### config.mk
export PLATFORM = sky130hd
export DESIGN_NAME = vga_timing_gen
export DESIGN_NICKNAME = d
export VERILOG_FILES = /design/src/rtl/vga_timing_gen.sv
export SDC_FILE = /design/constraint.sdc
export NUM_CORES = 1
export LEC_CHECK = 0
export BUFFER_PORTS_ARGS = -buffer_cell sky130_fd_sc_hd__buf_2
export CAP_MARGIN = 20
export CORE_ASPECT_RATIO = 1.2
export CORE_MARGIN = 2
export CORE_UTILIZATION = 56
export DETAILED_ROUTE_END_ITERATION = 6
export HOLD_SLACK_MARGIN = 0.03
export PLACE_DENSITY = 0.92
export RECOVER_POWER = 25
export SLEW_MARGIN = 10
export SYNTH_ARGS = -nofsm -noshare
export SYNTH_HDL_FRONTEND = slang
export SYNTH_SLANG_ARGS = --single-unit
### constraint.sdc
create_clock -name clk -period 2.9 [get_ports clk]
set_input_delay 0.145 -clock clk [delete_from_list [all_inputs] [get_ports clk]]
set_output_delay 0.145 -clock clk [all_outputs]
set_load 0.01 [all_outputs]
### src/rtl/vga_timing_gen.sv
// vga_timing_gen
//   Pixel-timing master for the VGA output path. Divides clk into a one-clk
//   pixel tick (en), runs the horizontal/vertical raster counters, takes back
//   the colour the draw modules register one clk after en, and produces
//   aligned, blanked RGB plus active-low syncs for the connector.
//
// Ports
//   clk          system clock, rising edge
//   rst_n        asynchronous active-low reset
//   hpos, vpos   raster position, stable for CLK_DIV clks
//   en           pixel tick, one clk in every CLK_DIV
//   in_color     registered colour from the draw modules, RRRGGGBB
//   red/green/blue  pixel colour, forced to 0 outside the active area
//   hsync, vsync active-low syncs, zero skew to the colour they belong to
//   frame_start  one-clk pulse after the counters wrap to (0,0)
module vga_timing_gen #(
  parameter int unsigned CLK_DIV  = 2,
  parameter int unsigned H_ACTIVE = 640,
  parameter int unsigned H_FP     = 16,
  parameter int unsigned H_SYNC   = 96,
  parameter int unsigned H_BP     = 48,
  parameter int unsigned V_ACTIVE = 480,
  parameter int unsigned V_FP     = 10,
  parameter int unsigned V_SYNC   = 2,
  parameter int unsigned V_BP     = 33
) (
  input  logic       clk,
  input  logic       rst_n,
  output logic [9:0] hpos,
  output logic [9:0] vpos,
  output logic       en,
  input  logic [7:0] in_color,
  output logic [2:0] red,
  output logic [2:0] green,
  output logic [1:0] blue,
  output logic       hsync,
  output logic       vsync,
  output logic       frame_start
);

  localparam int unsigned H_TOTAL = H_ACTIVE + H_FP + H_SYNC + H_BP;
  localparam int unsigned V_TOTAL = V_ACTIVE + V_FP + V_SYNC + V_BP;
  localparam int unsigned DIV_W   = (CLK_DIV > 1) ? $clog2(CLK_DIV) : 1;

  localparam logic [DIV_W-1:0] DIV_LAST = DIV_W'(CLK_DIV - 1);

  localparam logic [9:0] H_LAST     = 10'(H_TOTAL - 1);
  localparam logic [9:0] V_LAST     = 10'(V_TOTAL - 1);
  localparam logic [9:0] H_ACT      = 10'(H_ACTIVE);
  localparam logic [9:0] V_ACT      = 10'(V_ACTIVE);
  localparam logic [9:0] H_SYNC_BEG = 10'(H_ACTIVE + H_FP);
  localparam logic [9:0] H_SYNC_END = 10'(H_ACTIVE + H_FP + H_SYNC);
  localparam logic [9:0] V_SYNC_BEG = 10'(V_ACTIVE + V_FP);
  localparam logic [9:0] V_SYNC_END = 10'(V_ACTIVE + V_FP + V_SYNC);

  // Divider and raster counters
  logic [DIV_W-1:0] div_cnt_q, div_cnt_d;
  logic             en_q, en_d;
  logic [9:0]       hpos_q, hpos_d;
  logic [9:0]       vpos_q, vpos_d;

  // Alignment stage: region flags of the pixel just ticked
  logic             act_al_q, act_al_d;
  logic             hs_al_q, hs_al_d;
  logic             vs_al_q, vs_al_d;
  logic             tick_q, tick_d;

  // Output registers
  logic [7:0]       rgb_q, rgb_d;
  logic             hsync_q, hsync_d;
  logic             vsync_q, vsync_d;
  logic             frame_start_q, frame_start_d;

  // Region decode of the current position
  logic             h_wrap, v_wrap;
  logic             active, hsync_raw, vsync_raw;

  always_comb begin
    h_wrap    = (hpos_q == H_LAST);
    v_wrap    = (vpos_q == V_LAST);
    active    = (hpos_q < H_ACT) && (vpos_q < V_ACT);
    hsync_raw = !((hpos_q >= H_SYNC_BEG) && (hpos_q < H_SYNC_END));
    vsync_raw = !((vpos_q >= V_SYNC_BEG) && (vpos_q < V_SYNC_END));
  end

  // en is registered from the next divider value so it is a clean flop
  // output, low in reset and held high from the first edge when CLK_DIV=1.
  always_comb begin
    div_cnt_d = (div_cnt_q == DIV_LAST) ? '0 : div_cnt_q + 1'b1;
    en_d      = (div_cnt_d == DIV_LAST);
  end

  always_comb begin
    hpos_d = hpos_q;
    vpos_d = vpos_q;
    if (en_q) begin
      hpos_d = h_wrap ? '0 : hpos_q + 1'b1;
      if (h_wrap) begin
        vpos_d = v_wrap ? '0 : vpos_q + 1'b1;
      end
    end
  end

  // Flags are captured from the pre-increment position on the en edge, the
  // same edge on which the draw modules sample hpos/vpos.
  always_comb begin
    act_al_d      = act_al_q;
    hs_al_d       = hs_al_q;
    vs_al_d       = vs_al_q;
    tick_d        = en_q;
    frame_start_d = en_q && h_wrap && v_wrap;
    if (en_q) begin
      act_al_d = active;
      hs_al_d  = hsync_raw;
      vs_al_d  = vsync_raw;
    end
  end

  // One clk after the tick in_color belongs to the captured pixel, so colour
  // and syncs are registered together for zero skew.
  always_comb begin
    rgb_d   = rgb_q;
    hsync_d = hsync_q;
    vsync_d = vsync_q;
    if (tick_q) begin
      rgb_d   = act_al_q ? in_color : '0;
      hsync_d = hs_al_q;
      vsync_d = vs_al_q;
    end
  end

  always_ff @(posedge clk or negedge rst_n) begin
    if (!rst_n) begin
      div_cnt_q     <= '0;
      en_q          <= 1'b0;
      hpos_q        <= '0;
      vpos_q        <= '0;
      act_al_q      <= 1'b0;
      hs_al_q       <= 1'b1;
      vs_al_q       <= 1'b1;
      tick_q        <= 1'b0;
      rgb_q         <= '0;
      hsync_q       <= 1'b1;
      vsync_q       <= 1'b1;
      frame_start_q <= 1'b0;
    end else begin
      div_cnt_q     <= div_cnt_d;
      en_q          <= en_d;
      hpos_q        <= hpos_d;
      vpos_q        <= vpos_d;
      act_al_q      <= act_al_d;
      hs_al_q       <= hs_al_d;
      vs_al_q       <= vs_al_d;
      tick_q        <= tick_d;
      rgb_q         <= rgb_d;
      hsync_q       <= hsync_d;
      vsync_q       <= vsync_d;
      frame_start_q <= frame_start_d;
    end
  end

  assign hpos        = hpos_q;
  assign vpos        = vpos_q;
  assign en          = en_q;
  assign red         = rgb_q[7:5];
  assign green       = rgb_q[4:2];
  assign blue        = rgb_q[1:0];
  assign hsync       = hsync_q;
  assign vsync       = vsync_q;
  assign frame_start = frame_start_q;

endmodule

Word level (Yosys, flattened, before mapping)
Index checks and enable logic that the tools add are counted.
- bits of input ports: 10
- logic and storage cells: 34
- output and inout bits: 32
- register bits: 36
- magnitude comparators: 6
- reduce and logical (&&, ||, !) cells: 8
- equality and inequality tests: 2
- muxes and demuxes: 4
- $add $sub $neg: 3
- operator list (cell ; number):
    adder 10 x 1 -> 10 bit (second input constant) ; 2
    == test 10 bit (second input constant) ; 2
    < comparator 10 bit (second input constant) ; 2
    < comparator 10 x 9 -> 1 bit (second input constant) ; 2
    2-to-1 mux 10 bit ; 2
    greater-or-equal comparator 10 bit (second input constant) ; 1
    greater-or-equal comparator 10 x 9 -> 1 bit (second input constant) ; 1
    2-to-1 mux 8 bit ; 1
    logical AND 1 bit ; 5
    zero test 1 bit ; 2
    AND reduction 2 bit ; 1
    adder 1 bit (second input constant) ; 1
    2-to-1 mux 1 bit ; 1

Longest topological paths before layout
- depth after elaboration: 3
- gate-level depth with buffers: 6
- depth with buffers taken out: 6

Worst setup path after synthesis
Ideal clock, no wire load.
- kind: register to register
- start: register hpos_q[5], in the netlist hpos[5]
- end: register vpos_q[8], in the netlist vpos[8]
- arrival: 1583 ps
- required time: 2831 ps
- library setup time: 69 ps
- clock period less this slack: 1652 ps
- path slack: 1248 ps
- path buffers: 0
- stages on the path, launching flop included: 5
- path through: dfrtp_1 and4bb_4 nand4_4 or4_1 nand3_1
- word-level cells in the longest chain between the ends: 2
- ends and longest elaborated chain (element ; RTL line ; RTL):
    start, declared ; 59 ; logic [9:0] hpos_q, hpos_d;
    start signal, assigned ; 149 ; hpos_q <= hpos_d;
    == test 10 bit ; 79 ; h_wrap = (hpos_q == H_LAST);
    AND reduction 2 bit (no source line) ; -- ;
    end signal, assigned ; 150 ; vpos_q <= vpos_d;
    end, declared ; 60 ; logic [9:0] vpos_q, vpos_d;
No other way between the ends.
A chain may end at the register's enable or synchronous reset.

==> results.cfg <==
[status]
status = finished, violations left
violations = max-capacitance violations, max-slew violations

[worst_setup_path]
r2r-start = vpos[0]$_DFFE_PN0P_
cp_max_fo = 36
arrival_ps = 2010
worstPathCellList = dlygate4sd3_1, clkbuf_1
cp_num_buf_inv = 2
crit_type = primary input to asynchronous set/reset pin
cp-startpoint = rst_n
path_delay_family = buffers and inverters
crit_path_max_incr_delay_ps = 1320
r2r_slack_ps = 1120
required_ps = 3010
r2r_end = vpos[3]$_DFFE_PN0P_
path_depth = 2
r2r_cells = 5
cp_slowest_cell = clkbuf_1
cp-start-kind = primary input
crit_end = rgb_q[3]$_DFFE_PN0P_
endpoint_kind = asynchronous set/reset pin

[die]
io_pins = 42
initial_core_util_pct = 57.63
die_height_microns = 64.87
fp.dieW_microns = 54.73
core_sq_mm = 0.003000
die_area_sq_mm = 0.003550
rows = 22

[layout]
final_util_pct = 66.93
fin_area_sq_mm = 0.002008
layout_common_cells = buf_2 (38), dfrtp_1 (32), o21ai_0 (19)
final_net_count = 232
syn_to_final_growth_pct = 16.14
final_common_cell = buf_2
antenna_cells = 0
fillers = 250
drive_gt1_share_pct = 26.94

[power_and_ir_drop]
p_int_mw = 0.6332
pwr-share-seq_pct = 62.6
p_sw_share_pct = 22.28
p_clk_share_pct = 33.9
power.switching_mw = 0.1815
ir_worst_vdd_mv = 0.3025
pwr_density_cell_mw_per_mm2 = 405.7
p_comb_share_pct = 3.5
p_leak_nw = 0.9582

[timing]
period_share_pct = 65.63
hold_ws_ps = 39.36
rsz0062_at_grt = no
slew_headroom_pct = -23.81
finalHoldViolCount = 0
maxSlewViolCount = 37
tightest_slew_ps = 1857
max_freq_ghz = 0.5254
finalCriticalPeriod_ps = 1903
finClkSkew_ps = 3.269
final.setup.tns_ps = 0
setup_viol = 0

[drt]
route.detailed.wl_per_inst_microns = 13.94
ant_nets = 0
drtIter0Drc = 60
first_pass_iters = 5
viasPerCell = 5.800
wl_mm = 3.555
num_vias = 1479
drc_errors = 0

[cts]
cts.repair.resized = 0
clk_latency_ps = 340
numCtsBuffers = 5
clock-sinks = 36
clk_path_buf_depth = 2
cts_max_level = 2
cts_tree = built
cts-root-buf = clkbuf_4
path_clk_slew_ps = 100

[yosys]
ys_seq_area_share_pct = 52.39
synthTopCellsByArea = dfrtp_1 (46%), dfstp_2 (6.1%), o21ai_0 (5.5%)
synth.net_count = 190
syn-instance-count = 176
yosysUniqueCellTypes = 36
synth_top_flop_cell = dfrtp_1
syn_area_sq_mm = 0.001729
async_flop_share_pct = 100.0
ys_ff_latch = 36
synth-edff-count = 0
yosysWarnings = 0
synth_top_area_share_pct = 46.31
synth_top_area_cell = dfrtp_1
syn-mean-instance-area_sq_um = 9.825

[place]
portBuffers = 41
dp_hpwl_mm = 2.582
gp_congestion = 0.8966
post_dp_cell_area_sq_mm = 0.001941

[grt]
grt_overflow = 0
grt_pass1_wl_mm = 6.175
grt_pass1_vias = 1374
antenna_found_initial = 0
grt_max_degree = 37
grt_usage_pct = 24.13

[worst_hold_path]
holdCritPathClass = primary input to register

[job]
drv_cap = 1
[registers in the layout (all words and copies together), names as in the netlist]
register and cells:
hpos 10, vpos 10, rgb_q 8, act_al_q 1, en 1, frame_start 1
hs_al_q 1, hsync 1, tick_q 1, vs_al_q 1, vsync 1
[cells in the mapped netlist (3+ instances only)]
master    number
clkbuf_1       4
nand4_1       10
nor2_1         9
nand2_1       15
nand3_1       17
xor2_1         3
dfstp_2        4
o21ai_0       19
inv_1         18
a31oi_1        3
ha_1           4
dfrtp_1       32
xnor2_1        5
nor3_1         3
a21oi_1        4
[layout make-up]
class                   count  area, sq um  share of cell area, %
inverters                  18        67.56                  3.364
well taps                  36        45.04                  2.243
repair buffers             42        211.5                  10.53
flip-flops and latches     36        905.9                  45.11
multi-input cells         115        716.9                  35.70
clock inverters             2        10.01                 0.4984
clock buffers               6        51.30                  2.555
[how the worst min path moves through the flow]
stage                      startpoint                    to  cells after the start
after detailed placement        rst_n   vpos[6]$_DFFE_PN0P_                      1
after global placement          rst_n   vpos[6]$_DFFE_PN0P_                      1
final                     in_color[1]  rgb_q[1]$_DFFE_PN0P_                      3
after floorplan                 rst_n  act_al_q$_DFFE_PN0P_                      0
after CTS                 in_color[1]  rgb_q[1]$_DFFE_PN0P_                      3
after global routing      in_color[1]  rgb_q[1]$_DFFE_PN0P_                      3
[layer usage]
layer | vias to the layer above | share of wire (%) | track usage [%]
met5 | - | 0 | 0
met3 | 9 | 6.4 | 7.373
met2 | 55 | 49 | 37.80
met1 | 716 | 42 | 29.54
li1 | 699 | - | -
met4 | 0 | 2.7 | 11.25
[through the flow]
step	setup slack, ps	power (mW)	cells
6_report	996.9	0.8147	255
5_1_grt	611.8	0.8551	255
4_1_cts	1147	0.8275	255
3_5_place_dp	1168	0.5486	246
3_3_place_gp	1219	0.5474	246
2_1_floorplan	1248	0.5266	176
[kinds of logic after synthesis]
logic type	synth area share (%)
AO/OA/AOI/OAI	10.13
XOR/XNOR	4.052
adder cells (fa/ha/maj)	2.894
buffers and inverters	6.150
flip-flops	52.39
multiplexers	1.881
AND/OR/NAND/NOR	22.50
[worst min-delay path, cell delays in order]
cell and delay, ps:
buf_2 80, nand3_1 60, o21ai_0 70
[power by group through the flow]
| stage | Combinational [mW] | Sequential, mW | Clock (mW) |
|---|---|---|---|
| floorplan | 0.00358 | 0.523 | 0 |
| CTS | 0.0299 | 0.510 | 0.287 |
| global placement | 0.0280 | 0.519 | 0 |
| global route | 0.0341 | 0.511 | 0.310 |
| detailed placement | 0.0288 | 0.520 | 0 |
| finish | 0.0285 | 0.510 | 0.276 |
[timing repair]
| item | 4_1_cts | 5_1_grt |
|---|---|---|
| buffers inserted | 0 | 0 |
| hold buffers | 1 | 0 |
| hold endpoints to repair | 32 | 0 |
No activity file was read; power rests on OpenSTA's default activity.
